[src/rtl/re_name_multi_if.sv]
// Scoreboard/issue handshake, operand addresses and commit port of the multi-bit register renamer.
// The slave modport faces the renamer; the master modport faces the surrounding pipeline.
interface re_name_multi_if #(
  parameter int unsigned ARCH_W    = 5,
  parameter int unsigned NAME_BITS = 2
);
  logic                        flush_i;
  logic                        flush_unissued_instr_i;
  logic                        issue_valid_i;
  logic                        issue_ack_o;
  logic [ARCH_W-1:0]           issue_rs1_i;
  logic [ARCH_W-1:0]           issue_rs2_i;
  logic                        issue_rs1_fpr_i;
  logic                        issue_rs2_fpr_i;
  logic                        issue_rs3_valid_i;
  logic [ARCH_W-1:0]           issue_rs3_i;
  logic [ARCH_W-1:0]           issue_rd_i;
  logic                        issue_rd_fpr_i;
  logic                        issue_rd_we_i;
  logic                        issue_valid_o;
  logic                        issue_ack_i;
  logic [NAME_BITS+ARCH_W-1:0] rs1_o;
  logic [NAME_BITS+ARCH_W-1:0] rs2_o;
  logic [NAME_BITS+ARCH_W-1:0] rs3_o;
  logic [NAME_BITS+ARCH_W-1:0] rd_o;
  logic                        stall_o;
  logic                        commit_valid_i;
  logic [ARCH_W-1:0]           commit_rd_i;
  logic                        commit_fpr_i;

  modport slave (
    input  flush_i, flush_unissued_instr_i, issue_valid_i, issue_rs1_i, issue_rs2_i,
           issue_rs1_fpr_i, issue_rs2_fpr_i, issue_rs3_valid_i, issue_rs3_i, issue_rd_i,
           issue_rd_fpr_i, issue_rd_we_i, issue_ack_i, commit_valid_i, commit_rd_i, commit_fpr_i,
    output issue_ack_o, issue_valid_o, rs1_o, rs2_o, rs3_o, rd_o, stall_o
  );

  modport master (
    output flush_i, flush_unissued_instr_i, issue_valid_i, issue_rs1_i, issue_rs2_i,
           issue_rs1_fpr_i, issue_rs2_fpr_i, issue_rs3_valid_i, issue_rs3_i, issue_rd_i,
           issue_rd_fpr_i, issue_rd_we_i, issue_ack_i, commit_valid_i, commit_rd_i, commit_fpr_i,
    input  issue_ack_o, issue_valid_o, rs1_o, rs2_o, rs3_o, rd_o, stall_o
  );
endinterface

[src/rtl/re_name_multi.sv]
// GPR/FPR renamer with a NAME_BITS name counter and in-flight writer count per register; zero-latency outputs.
// Backpressure: a writer whose register already has NR_NAMES-1 uncommitted writers stalls both handshake directions.
module re_name_multi #(
  parameter int unsigned NR_ARCH_REGS  = 32,
  parameter int unsigned NAME_BITS     = 2,
  parameter bit          ENABLE_RENAME = 1'b1
) (
  input  logic           clk_i,
  input  logic           rst_ni,
  re_name_multi_if.slave bus
);
  localparam int unsigned ARCH_W   = $clog2(NR_ARCH_REGS);
  localparam int unsigned NR_NAMES = 1 << NAME_BITS;
  localparam int unsigned INF_W    = NAME_BITS + 1;

  typedef logic [NAME_BITS-1:0] name_t;
  typedef logic [INF_W-1:0]     inf_t;

  localparam name_t NAME_MASK = ENABLE_RENAME ? '1 : '0;

  // index 0 = GPR file, 1 = FPR file
  name_t name_q     [2][NR_ARCH_REGS];
  inf_t  inflight_q [2][NR_ARCH_REGS];

  logic  rd_renamed;
  logic  commit_renamed;
  logic  stall;
  logic  ack;
  logic  issue_evt;
  inf_t  rd_inflight;
  name_t rd_name;
  name_t rs1_name;
  name_t rs2_name;
  name_t rs3_name;
  logic  issue_sel  [2][NR_ARCH_REGS];
  logic  commit_sel [2][NR_ARCH_REGS];

  // GPR x0 is hardwired zero, so writes to it never take a name
  assign rd_renamed     = bus.issue_rd_we_i & (bus.issue_rd_fpr_i | (bus.issue_rd_i != '0));
  assign commit_renamed = bus.commit_valid_i & (bus.commit_fpr_i | (bus.commit_rd_i != '0));

  assign rd_inflight = inflight_q[bus.issue_rd_fpr_i][bus.issue_rd_i];
  assign stall       = ENABLE_RENAME & bus.issue_valid_i & rd_renamed
                     & (rd_inflight == inf_t'(NR_NAMES - 1));
  assign ack         = bus.issue_ack_i & ~stall;
  assign issue_evt   = ack & bus.issue_valid_i & rd_renamed & ~bus.flush_unissued_instr_i;

  assign rd_name  = rd_renamed ? name_q[bus.issue_rd_fpr_i][bus.issue_rd_i] + name_t'(1) : '0;
  assign rs1_name = name_q[bus.issue_rs1_fpr_i][bus.issue_rs1_i];
  assign rs2_name = name_q[bus.issue_rs2_fpr_i][bus.issue_rs2_i];
  assign rs3_name = bus.issue_rs3_valid_i ? name_q[1][bus.issue_rs3_i] : '0;

  assign bus.rs1_o         = {rs1_name & NAME_MASK, bus.issue_rs1_i};
  assign bus.rs2_o         = {rs2_name & NAME_MASK, bus.issue_rs2_i};
  assign bus.rs3_o         = {rs3_name & NAME_MASK, bus.issue_rs3_i};
  assign bus.rd_o          = {rd_name & NAME_MASK, bus.issue_rd_i};
  assign bus.stall_o       = stall;
  assign bus.issue_valid_o = bus.issue_valid_i & ~stall;
  assign bus.issue_ack_o   = ack;

  always_comb begin
    for (int f = 0; f < 2; f++) begin
      for (int r = 0; r < int'(NR_ARCH_REGS); r++) begin
        issue_sel[f][r]  = issue_evt && (bus.issue_rd_fpr_i == 1'(f))
                         && (bus.issue_rd_i == ARCH_W'(r));
        commit_sel[f][r] = commit_renamed && (bus.commit_fpr_i == 1'(f))
                         && (bus.commit_rd_i == ARCH_W'(r));
      end
    end
  end

  always_ff @(posedge clk_i or negedge rst_ni) begin
    if (!rst_ni) begin
      for (int f = 0; f < 2; f++) begin
        for (int r = 0; r < int'(NR_ARCH_REGS); r++) begin
          name_q[f][r]     <= '0;
          inflight_q[f][r] <= '0;
        end
      end
    end else if (bus.flush_i) begin
      for (int f = 0; f < 2; f++) begin
        for (int r = 0; r < int'(NR_ARCH_REGS); r++) begin
          name_q[f][r]     <= '0;
          inflight_q[f][r] <= '0;
        end
      end
    end else begin
      for (int f = 0; f < 2; f++) begin
        for (int r = 0; r < int'(NR_ARCH_REGS); r++) begin
          if (issue_sel[f][r]) begin
            name_q[f][r] <= name_q[f][r] + name_t'(1);
          end
          // simultaneous issue and commit to one register leaves the count as is
          case ({issue_sel[f][r], commit_sel[f][r]})
            2'b10: if (inflight_q[f][r] != '1) inflight_q[f][r] <= inflight_q[f][r] + inf_t'(1);
            2'b01: if (inflight_q[f][r] != '0) inflight_q[f][r] <= inflight_q[f][r] - inf_t'(1);
            default: ;
          endcase
        end
      end
    end
  end

  // a commit must always retire a writer that was issued earlier
  assert property (@(posedge clk_i) disable iff (!rst_ni)
    (commit_renamed && !bus.flush_i && !(issue_evt && bus.issue_rd_fpr_i == bus.commit_fpr_i
                                          && bus.issue_rd_i == bus.commit_rd_i))
    |-> (inflight_q[bus.commit_fpr_i][bus.commit_rd_i] != '0));

endmodule

[src/flat_wrapper.sv]
// flat-port wrapper written by rule: the top's interface ports become plain ports
module re_name_multi_flat 
#(
  parameter int unsigned NR_ARCH_REGS  = 32,
  parameter int unsigned NAME_BITS     = 2,
  parameter bit          ENABLE_RENAME = 1'b1
)
  (clk_i, rst_ni, bus_flush_i, bus_flush_unissued_instr_i, bus_issue_valid_i, bus_issue_rs1_i, bus_issue_rs2_i, bus_issue_rs1_fpr_i, bus_issue_rs2_fpr_i, bus_issue_rs3_valid_i, bus_issue_rs3_i, bus_issue_rd_i, bus_issue_rd_fpr_i, bus_issue_rd_we_i, bus_issue_ack_i, bus_commit_valid_i, bus_commit_rd_i, bus_commit_fpr_i, bus_issue_ack_o, bus_issue_valid_o, bus_rs1_o, bus_rs2_o, bus_rs3_o, bus_rd_o, bus_stall_o);
  re_name_multi_if #(.ARCH_W((5)), .NAME_BITS(NAME_BITS)) bus_i ();
  input  logic clk_i;
  input  logic rst_ni;
  input wire logic [$bits(bus_i.flush_i)-1:0] bus_flush_i;
  input wire logic [$bits(bus_i.flush_unissued_instr_i)-1:0] bus_flush_unissued_instr_i;
  input wire logic [$bits(bus_i.issue_valid_i)-1:0] bus_issue_valid_i;
  input wire logic [$bits(bus_i.issue_rs1_i)-1:0] bus_issue_rs1_i;
  input wire logic [$bits(bus_i.issue_rs2_i)-1:0] bus_issue_rs2_i;
  input wire logic [$bits(bus_i.issue_rs1_fpr_i)-1:0] bus_issue_rs1_fpr_i;
  input wire logic [$bits(bus_i.issue_rs2_fpr_i)-1:0] bus_issue_rs2_fpr_i;
  input wire logic [$bits(bus_i.issue_rs3_valid_i)-1:0] bus_issue_rs3_valid_i;
  input wire logic [$bits(bus_i.issue_rs3_i)-1:0] bus_issue_rs3_i;
  input wire logic [$bits(bus_i.issue_rd_i)-1:0] bus_issue_rd_i;
  input wire logic [$bits(bus_i.issue_rd_fpr_i)-1:0] bus_issue_rd_fpr_i;
  input wire logic [$bits(bus_i.issue_rd_we_i)-1:0] bus_issue_rd_we_i;
  input wire logic [$bits(bus_i.issue_ack_i)-1:0] bus_issue_ack_i;
  input wire logic [$bits(bus_i.commit_valid_i)-1:0] bus_commit_valid_i;
  input wire logic [$bits(bus_i.commit_rd_i)-1:0] bus_commit_rd_i;
  input wire logic [$bits(bus_i.commit_fpr_i)-1:0] bus_commit_fpr_i;
  output wire logic [$bits(bus_i.issue_ack_o)-1:0] bus_issue_ack_o;
  output wire logic [$bits(bus_i.issue_valid_o)-1:0] bus_issue_valid_o;
  output wire logic [$bits(bus_i.rs1_o)-1:0] bus_rs1_o;
  output wire logic [$bits(bus_i.rs2_o)-1:0] bus_rs2_o;
  output wire logic [$bits(bus_i.rs3_o)-1:0] bus_rs3_o;
  output wire logic [$bits(bus_i.rd_o)-1:0] bus_rd_o;
  output wire logic [$bits(bus_i.stall_o)-1:0] bus_stall_o;
  assign bus_i.flush_i = bus_flush_i;
  assign bus_i.flush_unissued_instr_i = bus_flush_unissued_instr_i;
  assign bus_i.issue_valid_i = bus_issue_valid_i;
  assign bus_i.issue_rs1_i = bus_issue_rs1_i;
  assign bus_i.issue_rs2_i = bus_issue_rs2_i;
  assign bus_i.issue_rs1_fpr_i = bus_issue_rs1_fpr_i;
  assign bus_i.issue_rs2_fpr_i = bus_issue_rs2_fpr_i;
  assign bus_i.issue_rs3_valid_i = bus_issue_rs3_valid_i;
  assign bus_i.issue_rs3_i = bus_issue_rs3_i;
  assign bus_i.issue_rd_i = bus_issue_rd_i;
  assign bus_i.issue_rd_fpr_i = bus_issue_rd_fpr_i;
  assign bus_i.issue_rd_we_i = bus_issue_rd_we_i;
  assign bus_i.issue_ack_i = bus_issue_ack_i;
  assign bus_i.commit_valid_i = bus_commit_valid_i;
  assign bus_i.commit_rd_i = bus_commit_rd_i;
  assign bus_i.commit_fpr_i = bus_commit_fpr_i;
  assign bus_issue_ack_o = bus_i.issue_ack_o;
  assign bus_issue_valid_o = bus_i.issue_valid_o;
  assign bus_rs1_o = bus_i.rs1_o;
  assign bus_rs2_o = bus_i.rs2_o;
  assign bus_rs3_o = bus_i.rs3_o;
  assign bus_rd_o = bus_i.rd_o;
  assign bus_stall_o = bus_i.stall_o;
  re_name_multi #(.NR_ARCH_REGS(NR_ARCH_REGS), .NAME_BITS(NAME_BITS), .ENABLE_RENAME(ENABLE_RENAME)) u_core (.clk_i(clk_i), .rst_ni(rst_ni), .bus(bus_i));
endmodule
[config.mk]
export PLATFORM = sky130hd
export DESIGN_NAME = re_name_multi_flat
export DESIGN_NICKNAME = d
export VERILOG_FILES = /design/src/rtl/re_name_multi_if.sv /design/src/rtl/re_name_multi.sv /design/src/flat_wrapper.sv
export SDC_FILE = /design/constraint.sdc
export NUM_CORES = 1
export LEC_CHECK = 0
export CAP_MARGIN = 20
export CELL_PAD_IN_SITES_DETAIL_PLACEMENT = 0
export CELL_PAD_IN_SITES_GLOBAL_PLACEMENT = 1
export CORE_ASPECT_RATIO = 0.8
export CORE_UTILIZATION = 55
export CTS_BUF_LIST = sky130_fd_sc_hd__clkbuf_8
export DETAILED_ROUTE_END_ITERATION = 10
export PLACE_DENSITY_LB_ADDON = 0.2
export SYNTH_ARGS = -nofsm -noshare
export SYNTH_HDL_FRONTEND = slang
export SYNTH_SLANG_ARGS = --single-unit
[constraint.sdc]
create_clock -name clk_i -period 11.1 [get_ports clk_i]
set_input_delay 1.11 -clock clk_i [delete_from_list [all_inputs] [get_ports clk_i]]
set_output_delay 1.11 -clock clk_i [all_outputs]
set_load 0.05 [all_outputs]
==> run summary <==
### STA
• 0 ns — Final TNS setup
• 60.2% — final critical-path share of the clock period
• 6.69 ns — min cycle time layout
• 0 — fin. max-slew vios
• 0 — final-report setup violation count
• 1.20 ns — transition at the pin with the smallest max-transition slack
• 0 — final-report hold violation count
• 0.0354 ns — post-route clock skew
• 0.150 GHz — maximum frequency from static timing analysis
• no — RSZ-0062 raised after global routing
• 19.4% — Max-Slew Margin vs Limit

### Power
• 29.2% — fraction of power spent switching nets
• 94.2 nW/um^2 — Power per Cell Area
• 44.0% — share of power burned in registers
• 1930 uW — cell internal pwr
• 11.1% — combinational cell fraction of total power
• 0.0113 uW — P_leak
• 797 uW — Switch Pwr
• 44.9% — clock share of power
• 0.000107 V — peak ir drop on the vdd network

### Synthesis
• 9.01 um^2 — Avg Synthesized Cell Area
• sky130_fd_sc_hd__dfrtp_1 — predominant post-synthesis flop cell
• 26900 um^2 — cell area after synthesis
• 2983 — Post-Synthesis Cells
• 29.7% — fraction of synthesized cell area taken by the top area cell type
• 100% — Synth async-reset ratio
• 319 — flip-flop and latch count after synthesis
• sky130_fd_sc_hd__dfrtp_1 (30%), sky130_fd_sc_hd__mux4_2 (14%), sky130_fd_sc_hd__nor2_1 (5.4%) — cells taking the most area after synthesis
• 29.7% — register area share after synthesis
• 3084 — net count of the mapped netlist
• sky130_fd_sc_hd__nor2_1 (390), sky130_fd_sc_hd__dfrtp_1 (319), sky130_fd_sc_hd__nand2_1 (279) — most instantiated cells after synthesis
• 0 — number of synthesized flops with an enable pin
• 92 — number of distinct library cells after synthesis
• sky130_fd_sc_hd__nor2_1 — cell with the most instances after synthesis
• sky130_fd_sc_hd__dfrtp_1 — leading area contributor after synthesis
• 0 — count of synthesis-stage warnings from yosys

### Detailed routing
• 0 — post-route antenna net violation count
• 0 — DRC
• 8 — first drt pass iteration count
• 26.4 um — Routed wire per std cell
• 95200 um — total length of routed wires
• 7.12 — vias per cell
• 3448 — number of DRC markers in iteration 0
• 25700 — via count

### Placed design
• 1.02 — final estimated routing congestion in global placement
• 3504 — number of cells after detailed placement
• 68 — number of port buffers
• 27700 um^2 — placed standard-cell area
• 66200 um — post-DP HPWL

### Worst setup path
• 0.69 ns — stage delay of the slowest cell on the critical path
• buffers and inverters — Top delay family on crit path
• in2out — Setup Crit Path Kind
• 14 — number of cell instances on the worst register-to-register path
• buf_2 > buf_4 > buf_4 > mux4_2 > mux2_2 > o221ai_1 > nor4bb_1 > nand4_1 > buf_4 > and3_1 > clkdlybuf4s50_1 — worst path cell trace
• input port — Critical Path Start Type
• 5.58 ns — critical path data arrival time
• 26 — maximum fanout count along the critical path
• sky130_fd_sc_hd__buf_4 — most used cell, CP
• sky130_fd_sc_hd__nand4_1 — slowest cell on the critical path
• u_core.inflight_q[23] — worst reg2reg path startpoint
• u_core.inflight_q[125] — end of the worst register-to-register path
• 9.99 ns — critical path required time
• 5 — Bufs and invs on worst path
• 5.92 ns — R2R setup slack
• output port — capturing element type of the critical path

### Layout
• 7.72% — area added between synthesis and finish
• 29000 um^2 — final instance area
• 60.0% — core utilization of the finished layout
• 12.9% — fraction of layout instances using a drive strength above 1
• 3609 — final standard cell count with taps included and fillers excluded
• 3035 — final net count

### Clocking
• 0 — number of buffers inserted to repair setup after CTS
• 319 — total number of clock tree sinks
• 0 — cts-stage hold buffer count
• 0.69 ns — clock latency on the worst-skew pair
• 0.06 ns — register clock-pin slew on the reported worst setup and hold paths
• 2 — Clock H-tree levels
• sky130_fd_sc_hd__clkbuf_8 — Clock Tree Root
• 57 — number of clock buffers inserted by TritonCTS
• 0 — post-CTS resize count
• 3 — CTS max path bufs
• done — TritonCTS clock tree

### Floorplan
• 49800 um^2 — area of the die
• 72 — std cell rows
• 69 — I/O pin cnt
• 48300 um^2 — core region area
• 249 um — die outline width
• 200 um — DIE HEIGHT
• 55.7% — initial core utilization

### GRT
• 140 — maximum number of pins on one net before global-route repair
• 145000 um — first-pass GRT wire length
• 0 — overflow left after global routing
• 37.9% — GRT Total Usage
• 24100 — vias in the first global route
• 2 — initial antenna violation count

### Min path
• in2async — Worst Hold Class

### Run status
• finished, final reports clean — outcome

### Flow run
• 0 — max-capacitance violation count

==> power by group through the flow <==
stage               clock, uW  combinational (uW)  sequential (uW)
floorplan                   0                 187             1210
global placement            0                 291             1220
detailed placement          0                 297             1220
CTS                      1240                 298             1200
global route             1290                 322             1200
finish                   1220                 303             1200
==> flip-flops by register name, indices dropped and copies added, names as in the netlist <==
signal,flops
u_core.name_q,128
u_core.inflight_q,191
==> cell type report <==
type | instances | area (um^2)
Clock inverter | 31 | 231
Antenna cell | 1 | 2.50
Sequential cell | 319 | 7980
Clock buffer | 73 | 1000
Tap cell | 629 | 787
Multi-Input combinational cell | 2391 | 17700
Inverter | 44 | 165
Timing Repair Buffer | 121 | 1070
Fill cell | 4146 | 19300
==> per-layer routing <==
metal | global-route usage, % | up-vias | part of all wire [%]
met5 | 0.857 | - | 0.044
met4 | 18.3 | 2 | 5.1
met3 | 12.9 | 295 | 13
met2 | 54.8 | 1611 | 42
met1 | 51.1 | 12700 | 40
li1 | - | 11100 | -
==> per-stage QoR <==
| step | total power [uW] | hold slack, ns | setup WS, ns |
|---|---|---|---|
| 2_1_floorplan | 1400 | 0.460 | 5.28 |
| 3_3_place_gp | 1510 | 0.479 | 4.71 |
| 3_5_place_dp | 1520 | 0.492 | 4.61 |
| 4_1_cts | 2730 | 0.503 | 4.61 |
| 5_1_grt | 2810 | 0.505 | 4.29 |
| 6_report | 2730 | 0.420 | 4.41 |
==> cell usage in the layout (no fill, tap or decap), drive strengths merged, types with 90 or more instances in the layout <==
cell     n
a21oi  135
dfrtp  319
nand3  131
nor2   392
nand2  279
o21ai  134
nor3   113
xnor2   90
xor2    98
mux4   166
==> cells by family (layout without fill, tap and decap cells) <==
kind of cell | count (synthesis) | count (layout) | share of synthesized area [%]
AOI/OAI and AO/OA | 700 | 700 | 18.2
and+or+nand+nor | 1191 | 1191 | 21.0
xor gates and xnor gates | 188 | 188 | 6.12
buffers and inverters | 273 | 269 | 4.50
muxes | 249 | 249 | 17.1
adders and majority gates | 63 | 63 | 3.46
DFF | 319 | 319 | 29.7
other | 0 | 1 | 0
==> worst max-delay path by stage <==
| stage | start | end | cells past startpoint |
|---|---|---|---|
| after floorplan | bus_issue_rd_i[0] | bus_rd_o[6] | 11 |
| after global placement | bus_issue_rd_i[1] | bus_issue_valid_o | 11 |
| after detailed placement | bus_issue_rd_i[1] | bus_issue_ack_o | 11 |
| after CTS | bus_issue_rd_i[1] | bus_issue_ack_o | 11 |
| after global routing | bus_issue_rd_i[1] | bus_issue_ack_o | 11 |
| final | bus_issue_rd_i[1] | bus_issue_ack_o | 11 |
(Power assumes the default switching activity.)
